[config.mk]
export PLATFORM = sky130hd
export DESIGN_NAME = decode_queue
export DESIGN_NICKNAME = d
export VERILOG_FILES = /design/src/rtl/ctrl_pkg.sv /design/src/rtl/inst_decoder.sv /design/src/rtl/decode_queue.sv
export SDC_FILE = /design/constraint.sdc
export NUM_CORES = 1
export LEC_CHECK = 0
export CAP_MARGIN = 10
export CORE_UTILIZATION = 55
export DETAILED_ROUTE_END_ITERATION = 6
export PLACE_DENSITY = 0.79
export SLEW_MARGIN = 20
export SYNTH_ARGS = -nofsm -noshare
export SYNTH_HDL_FRONTEND = slang
export SYNTH_SLANG_ARGS = --single-unit
[constraint.sdc]
create_clock -name clk -period 18.3 [get_ports clk]
set_clock_uncertainty 0.1 [all_clocks]
set_input_delay 5.49 -clock clk [delete_from_list [all_inputs] [get_ports clk]]
set_output_delay 5.49 -clock clk [all_outputs]
set_load 0.02 [all_outputs]
[src/rtl/ctrl_pkg.sv]
// ctrl_pkg: RV32IM decode constants, control record layout and cause codes
package ctrl_pkg;
   localparam logic [6:0] OP_R      = 7'h33;
   localparam logic [6:0] OP_I      = 7'h13;
   localparam logic [6:0] OP_LOAD   = 7'h03;
   localparam logic [6:0] OP_STORE  = 7'h23;
   localparam logic [6:0] OP_BRANCH = 7'h63;
   localparam logic [6:0] OP_JAL    = 7'h6f;
   localparam logic [6:0] OP_JALR   = 7'h67;
   localparam logic [6:0] OP_LUI    = 7'h37;
   localparam logic [6:0] OP_AUIPC  = 7'h17;
   localparam logic [6:0] OP_SYSTEM = 7'h73;
   localparam logic [6:0] F7_BASE = 7'h00;
   localparam logic [6:0] F7_ALT  = 7'h20;
   localparam logic [6:0] F7_M    = 7'h01;
   localparam logic [2:0] F3_ADD = 3'd0;
   localparam logic [2:0] F3_SLL = 3'd1;
   localparam logic [2:0] F3_SR  = 3'd5;
   localparam logic [31:0] INST_ECALL  = 32'h0000_0073;
   localparam logic [31:0] INST_EBREAK = 32'h0010_0073;
   typedef enum logic [4:0] {
      ALU_ADD = 5'd0, ALU_SUB = 5'd1, ALU_SLL = 5'd2, ALU_SLT = 5'd3, ALU_SLTU = 5'd4,
      ALU_XOR = 5'd5, ALU_SRL = 5'd6, ALU_SRA = 5'd7, ALU_OR = 5'd8, ALU_AND = 5'd9,
      ALU_PASSB = 5'd10,
      ALU_MUL = 5'd16, ALU_MULH = 5'd17, ALU_MULHSU = 5'd18, ALU_MULHU = 5'd19,
      ALU_DIV = 5'd20, ALU_DIVU = 5'd21, ALU_REM = 5'd22, ALU_REMU = 5'd23
   } alu_op_t;
   typedef enum logic [1:0] {SRC_REG, SRC_IMM, SRC_LINK, SRC_PC} alu_src_t;
   // Branch compares reuse funct3 directly; the two unused funct3 slots carry jumps
   localparam logic [2:0] BRU_JAL  = 3'd2;
   localparam logic [2:0] BRU_JALR = 3'd3;
   typedef enum logic [1:0] {CAUSE_NONE, CAUSE_ECALL, CAUSE_EBREAK, CAUSE_ILLEGAL} cause_t;
   typedef struct packed {
      alu_op_t    alu_op;
      alu_src_t   alu_src;
      logic [2:0] bru_op;
   } ex_ctrl_t;
   typedef struct packed {
      logic       mem_read;
      logic       mem_write;
      logic [2:0] ldst;
   } mem_ctrl_t;
   typedef struct packed {
      logic reg_write;
      logic mem_to_reg;
   } wb_ctrl_t;
   typedef struct packed {
      ex_ctrl_t  ex;
      mem_ctrl_t mem;
      wb_ctrl_t  wb;
   } ctrl_t;
   localparam int CTRL_W = $bits(ctrl_t);
   typedef struct packed {
      ctrl_t  ctrl;
      logic   branch;
      logic   predict;
      logic   ujtype;
      logic   excp;
      cause_t cause;
   } dec_rec_t;
   function automatic alu_op_t alu_base(input logic [2:0] f3, input logic alt);
      case (f3)
         3'd0: return alt ? ALU_SUB : ALU_ADD;
         3'd1: return ALU_SLL;
         3'd2: return ALU_SLT;
         3'd3: return ALU_SLTU;
         3'd4: return ALU_XOR;
         3'd5: return alt ? ALU_SRA : ALU_SRL;
         3'd6: return ALU_OR;
         default: return ALU_AND;
      endcase
   endfunction
endpackage

[src/rtl/inst_decoder.sv]
// inst_decoder: combinational RV32I(+M) decode into a control record with exception cause
module inst_decoder import ctrl_pkg::*; #(
   parameter bit EN_M_EXT = 1'b1
) (
   input  logic [31:0] inst,
   output dec_rec_t    rec
);
   logic [6:0] op, f7;
   logic [2:0] f3;
   ctrl_t      c;
   logic       ill, br, uj;
   cause_t     cause;
   assign op = inst[6:0];
   assign f3 = inst[14:12];
   assign f7 = inst[31:25];
   always_comb begin
      c = '0;
      ill = 1'b0;
      br = 1'b0;
      uj = 1'b0;
      cause = CAUSE_NONE;
      case (op)
         OP_R: begin
            c.ex.alu_op = f7 == F7_M ? alu_op_t'({2'b10, f3}) : alu_base(f3, f7 == F7_ALT);
            c.wb.reg_write = 1'b1;
            ill = !(f7 == F7_BASE || (f7 == F7_ALT && (f3 == F3_ADD || f3 == F3_SR)) || (f7 == F7_M && EN_M_EXT));
         end
         OP_I: begin
            c.ex.alu_op = alu_base(f3, f3 == F3_SR && f7 == F7_ALT);
            c.ex.alu_src = SRC_IMM;
            c.wb.reg_write = 1'b1;
            ill = (f3 == F3_SLL && f7 != F7_BASE) || (f3 == F3_SR && f7 != F7_BASE && f7 != F7_ALT);
         end
         OP_LOAD: begin
            c.ex.alu_src = SRC_IMM;
            c.mem.mem_read = 1'b1;
            c.mem.ldst = f3;
            c.wb.reg_write = 1'b1;
            c.wb.mem_to_reg = 1'b1;
            ill = f3 == 3'd3 || f3 == 3'd6 || f3 == 3'd7;
         end
         OP_STORE: begin
            c.ex.alu_src = SRC_IMM;
            c.mem.mem_write = 1'b1;
            c.mem.ldst = f3;
            ill = f3 > 3'd2;
         end
         OP_BRANCH: begin
            c.ex.alu_op = ALU_SUB;
            c.ex.bru_op = f3;
            br = 1'b1;
            ill = f3 == 3'd2 || f3 == 3'd3;
         end
         OP_JAL: begin
            c.ex.alu_src = SRC_LINK;
            c.ex.bru_op = BRU_JAL;
            c.wb.reg_write = 1'b1;
            uj = 1'b1;
         end
         OP_JALR: begin
            c.ex.alu_src = SRC_LINK;
            c.ex.bru_op = BRU_JALR;
            c.wb.reg_write = 1'b1;
            ill = f3 != 3'd0;
         end
         OP_LUI: begin
            c.ex.alu_op = ALU_PASSB;
            c.ex.alu_src = SRC_IMM;
            c.wb.reg_write = 1'b1;
         end
         OP_AUIPC: begin
            c.ex.alu_src = SRC_PC;
            c.wb.reg_write = 1'b1;
         end
         OP_SYSTEM: cause = inst == INST_ECALL ? CAUSE_ECALL : inst == INST_EBREAK ? CAUSE_EBREAK : CAUSE_ILLEGAL;
         default: ill = 1'b1;
      endcase
      // Any trapping instruction must leave no side effects downstream
      rec.cause = ill ? CAUSE_ILLEGAL : cause;
      rec.excp = rec.cause != CAUSE_NONE;
      rec.ctrl = rec.excp ? '0 : c;
      rec.branch = br & ~rec.excp;
      rec.predict = br & ~rec.excp;
      rec.ujtype = uj & ~rec.excp;
   end
endmodule

[src/rtl/decode_queue.sv]
// decode_queue: decode-on-enqueue FIFO between fetch and ID/EX with flush
module decode_queue import ctrl_pkg::*; #(
   parameter int DEPTH    = 4,
   parameter int XLEN     = 32,
   parameter bit EN_M_EXT = 1'b1
) (
   input  logic                         clk,
   input  logic                         rst,
   input  logic                         flush,
   input  logic                         in_valid,
   output logic                         in_ready,
   input  logic [XLEN-1:0]              in_inst,
   input  logic [XLEN-1:0]              in_pc,
   output logic                         out_valid,
   input  logic                         out_ready,
   output logic [XLEN-1:0]              out_inst,
   output logic [XLEN-1:0]              out_pc,
   output logic [CTRL_W-1:0]            out_ctrl,
   output logic                         out_branch,
   output logic                         out_predict,
   output logic                         out_ujtype,
   output logic                         out_excp,
   output logic [1:0]                   out_cause,
   output logic [$clog2(DEPTH+1)-1:0]   count
);
   localparam int AW = $clog2(DEPTH);
   localparam int CW = $clog2(DEPTH+1);
   typedef struct packed {
      logic [XLEN-1:0] inst;
      logic [XLEN-1:0] pc;
      dec_rec_t        rec;
   } entry_t;
   entry_t          mem [DEPTH];
   entry_t          head;
   dec_rec_t        dec;
   logic [AW-1:0]   wp, rp;
   logic            push, pop;
   inst_decoder #(.EN_M_EXT(EN_M_EXT)) u_dec (.inst(in_inst[31:0]), .rec(dec));
   assign in_ready = count < CW'(DEPTH);
   assign out_valid = count != '0;
   assign push = in_valid & in_ready;
   assign pop = out_valid & out_ready;
   assign head = mem[rp];
   assign out_inst = head.inst;
   assign out_pc = head.pc;
   assign out_ctrl = head.rec.ctrl;
   assign out_branch = head.rec.branch;
   assign out_predict = head.rec.predict;
   assign out_ujtype = head.rec.ujtype;
   // Stale entries survive a flush, so the trap flag is qualified by occupancy
   assign out_excp = out_valid & head.rec.excp;
   assign out_cause = out_valid ? head.rec.cause : CAUSE_NONE;
   always_ff @(posedge clk or posedge rst) begin
      if (rst) begin
         wp <= '0;
         rp <= '0;
         count <= '0;
         for (int i = 0; i < DEPTH; i++) mem[i] <= '0;
      end else if (flush) begin
         wp <= '0;
         rp <= '0;
         count <= '0;
      end else begin
         if (push) begin
            mem[wp] <= '{inst: in_inst, pc: in_pc, rec: dec};
            wp <= wp + 1'b1;
         end
         if (pop) rp <= rp + 1'b1;
         count <= count + CW'(push) - CW'(pop);
      end
   end
endmodule

; ---- Word-level counts from Yosys, hierarchy flattened
; Cells that the tools add are included.
[classes]
n_bitwise = 9
add_sub_neg = 4
eq_ne = 22
muxes = 34
magnitude_cmp = 5
reduce_logical = 28
[ops]
columns = cell, n
row1 = 348-bit bitwise mux, 1
row2 = 87-bit 2-to-1 mux, 3
row3 = 87-bit binary-select mux with 2-bit select, 1
row4 = 87-bit demux with 2-bit select, 1
row5 = 5-bit case mux with 7 select lines, 2
row6 = 32-bit by 21-bit equality test with 1-bit output (second input constant), 1
row7 = 32-bit by 7-bit equality test with 1-bit output (second input constant), 1
row8 = 7-bit by 6-bit equality test with 1-bit output (second input constant), 4
row9 = 7-bit equality test (second input constant), 4
row10 = 5-bit case mux with 4 select lines, 1
row11 = 17-bit 2-to-1 mux, 1
row12 = 2-bit 2-to-1 mux, 8
row13 = 7-bit by 5-bit equality test with 1-bit output (second input constant), 2
row14 = 3-bit equality test (second input constant), 4
row15 = 1-bit 2-to-1 mux, 10
row16 = 3-bit case mux with 3 select lines, 1
row17 = 4-bit OR reduction, 2
row18 = 7-bit by 1-bit equality test with 1-bit output (second input constant), 1
row19 = 7-bit by 2-bit equality test with 1-bit output (second input constant), 1
row20 = 7-bit zero test, 1
row21 = 1-bit logical OR, 7
row22 = 7-bit by 6-bit inequality test with 1-bit output (second input constant), 1
row23 = 1-bit case mux with 7 select lines, 1
row24 = 7-bit nonzero test, 1
row25 = other kinds (23), 42
[totals]
wordCells = 165
ff_bits = 355
output_inout_bits = 92

; ---- Longest topological paths before layout
[depth]
ltp_word = 12
ltp_mapped = 10
ltp_nobuf = 10

; ---- Modules after synthesis
; A second synthesis with hierarchy kept.
[unflattened]
cells_unflattened = 1004
hier_area_um2 = 16689.8
[by_module_without_submodules]
columns = module, cells_per_inst, area_per_inst_um2, n_inst
row1 = decode_queue, 894, 15934.0, 1
row2 = inst_decoder, 110, 755.7, 1

; ---- Worst setup path after synthesis
; OpenSTA, ideal clock, no wires.
[synth_timing]
path_kind = flip-flop to output port
startpoint = register rp[0]
endpoint = output out_inst[0]
arrival_time_ps = 1946
path_stages_with_launch = 5
n_path_buf = 3
required_ps = 12710
path_slack_ps = 10764
cell_sequence = dfrtp_1 > clkbuf_1 > buf_2 > buf_1 > mux4_2
[synth_via]
elab_chain_len = 4
[synth_lines]
columns = item, line
row1 = from (decl), decode_queue.sv:36  ; logic [AW-1:0] wp, rp;
row2 = from (signal assigned), decode_queue.sv:68  ; if (pop) rp <= rp + 1'b1;
row3 = 2-bit inverter with 3-bit output (not written as such), decode_queue.sv:43  ; assign head = mem[rp];
row4 = 87-bit binary-select mux with 2-bit select, decode_queue.sv:43
row5 = 87-bit 2-to-1 mux (not written as such) (2 in a row), decode_queue.sv:43
row6 = to (decl), decode_queue.sv:16  ; output logic [XLEN-1:0] out_inst,
; Every way passes these cells. The select of a mux whose other input is x is not followed.

; ---- Final worst setup path
[layout_timing]
startpoint = register rp[0]
endpoint = output out_ctrl[7]
[layout_via]
elab_chain_len = 4
[layout_lines]
columns = item, line
row1 = 2-bit inverter with 3-bit output (not written as such), decode_queue.sv:43
row2 = 87-bit binary-select mux with 2-bit select, decode_queue.sv:43
row3 = 87-bit 2-to-1 mux (not written as such) (2 in a row), decode_queue.sv:43
row4 = to (decl), decode_queue.sv:18  ; output logic [CTRL_W-1:0] out_ctrl,
; Every way passes these cells. The select of a mux whose other input is x is not followed.

==> impl_metrics.ini <==
[setup_path]
crit_fanout = 38
r2r-start = count[2]$_DFF_PP0_
critPathLaunchType = flip-flop
crit_start = rp[0]$_DFFE_PP0P_
path_class = flip-flop to output pin
cp-end-kind = output pin
cp.arrival_ns = 3.54
required_ns = 12.71

[route]
via_per_inst = 5.92
vias = 9631
wl_per_cell_um = 20.7
drtIter0Drc = 683
antenna_left = 0
wirelength_um = 33600
dr.pass1.iters = 5
drc = 0

[clock_tree]
cts_setup_buffers = 0
cts_max_path_buffers = 3
htreeDepth = 2
post_cts_resized = 0
clk_latency_ns = 0.52
clk_pin_slew_ns = 0.06
cts_inserted_buffers = 37
postCtsHoldBufs = 0
cts_sinks = 347
root_buffer = clkbuf_16
tritoncts = yes

[logic_synthesis]
synthDistinctLibCells = 55
synth_edf_count = 0
yosysTopAreaCellShare_pct = 56.1
ys_seq_area_share_pct = 56.1
avgSynthCellArea_sq_um = 14.1
postSynthCellCount = 1097
yosys_register_bits = 347
synth_area_leaders = dfrtp_1, mux2_2, mux4_2, nand2_1, o21ai_0
yosys.area.top_type = dfrtp_1
syn_area_sq_um = 15500
synth_warnings = 0
synthArstFlopShare_pct = 100
synth_fp_nets = 1173
synth_flop_cell = dfrtp_1

[final_layout]
drive_gt1_share_pct = 32.5
multi_input_area_sq_um = 6460
fillCellCount = 2013
fin_area_sq_um = 18500
final-seq-area_sq_um = 8690
syn2layout_area_growth_pct = 19.6
mostFrequentLayoutCells = dfrtp_1, mux2_2, clkdlybuf4s50_1
nets = 1297
instances_no_fill = 1626
layout_commonest_cell = dfrtp_1

[hold_path]
hold_path.class = flip-flop to flip-flop
worstHoldStart = mem[271]$_DFFE_PP0P_

[timing]
finalCriticalPeriod_ns = 9.13
rsz0062_at_grt = no
setup_violations = 0
slew_violations = 0
slew_headroom_pct = 32.1
worst_slew_pin_slew_ns = 1.02
max_freq_mhz = 110
final_hold_viol_count = 0
tns_ns = 0
min_period_over_period_pct = 49.9
hold_ws_ns = 0.375

[pwr]
ir_worst_vdd_mv = 0.110
pwr_density_cell_nw_per_um2 = 160
total_power_mw = 2.96
leakage_nw = 7.99

[placed_design]
io_buffers = 160
place_area_sq_um = 17300
dp.cells = 1559
place_hpwl_um = 20800
place_congestion = 0.870

[floorplan]
chipWidth_um = 170
ioPinCount = 161
core_sq_um = 27800
rows = 61
initial_core_util_pct = 55.8
die-area_sq_um = 28800
fp.dieH_um = 170

[global_route]
antenna_found_initial = 2
overflow = 0
grt.total_usage_pct = 24.4
grt_max_degree = 131
grt_pass1_vias = 9917
grt_pass1_wl_um = 54500

[run_status]
status = completed

[job]
maxCapViolCount = 0
==> metrics by stage <==
stage               setup WS [ns]  util (%)
floorplan                    3.09         -
global placement             9.53      62.4
detailed placement           9.50      62.4
CTS                          8.94      66.6
global route                 8.94      66.7
finish                       9.17      66.7
==> critical path: stages (launching register included) <==
cell	delay (ns)
dfrtp_4	0.93
buf_4	0.58
buf_12	0.29
mux4_2	0.58
clkdlybuf4s50_1	0.56
==> worst paths after layout <==
| path | to | cells past startpoint | slack [ns] |
|---|---|---|---|
| setup / recovery | out_ctrl[7] | 4 | 9.17 |
| hold / removal | mem[271]$_DFFE_PP0P_ | 2 | 0.37 |
| setup reg to reg | mem[310]$_DFFE_PP0P_ | 6 | 15.14 |
| hold reg to reg | mem[271]$_DFFE_PP0P_ | 2 | 0.37 |
| max in group asynchronous | mem[131]$_DFFE_PP0P_ | 4 | 10.30 |
| min in group asynchronous | mem[231]$_DFFE_PP0P_ | 2 | 5.48 |
==> power breakdown <==
part	switching (mW)	leakage, nW	internal (mW)
sequential	0.157	4.49	1.03
combinational	0.447	2.93	0.608
clock	0.292	0.570	0.419
total	0.895	7.99	2.06
==> kinds of logic (layout without fill, tap and decap cells) <==
logic type               Yosys count  in the layout  share of synthesized area [%]
buffers and inverters             97            246                           2.47
flip-flops                       347            347                           56.1
multiplexers                     325            325                           29.8
adder cells (fa/ha/maj)            7              7                          0.614
AO/OA/AOI/OAI                    126            126                           5.10
other                              0              2                              0
XOR/XNOR                           5              5                          0.283
AND/OR/NAND/NOR                  190            190                           5.68
==> cell type report <==
| class | count | share of cell area (%) |
|---|---|---|
| multi-input combinational | 653 | 34.9 |
| tap | 378 | 2.55 |
| inverter | 12 | 0.284 |
| timing repair buffer | 170 | 9.14 |
| clock buffer | 58 | 6.03 |
| sequential | 347 | 46.9 |
| clock inverter | 6 | 0.203 |
| antenna | 2 | 0.0270 |
==> flip-flops by register name, summed over array words and instances, names as in the netlist <==
name,count
count,3
rp,2
wp,2
mem,340
==> routing by layer <==
metal	vias to the layer above	part of all wire (%)	track usage [%]
li1	4292	-	-
met2	254	48	38.8
met3	51	5.5	4.79
met4	0	2.2	7.60
met5	-	0	0
met1	5034	44	34.1
==> cell usage after synthesis, types with 5 or more instances <==
library cell  count
o41ai_1           5
ha_1              6
nor2_1           17
dfrtp_1         347
o31ai_1          16
nand2_1         115
mux2_2          240
nor3_1            5
nand4_1           6
and2_1            6
clkbuf_1         69
buf_1            10
nand3_1           6
nor2b_1           5
inv_1            12
o21ai_0          81
mux4_2           85
Note: power is estimated with default switching activity, not from simulation.
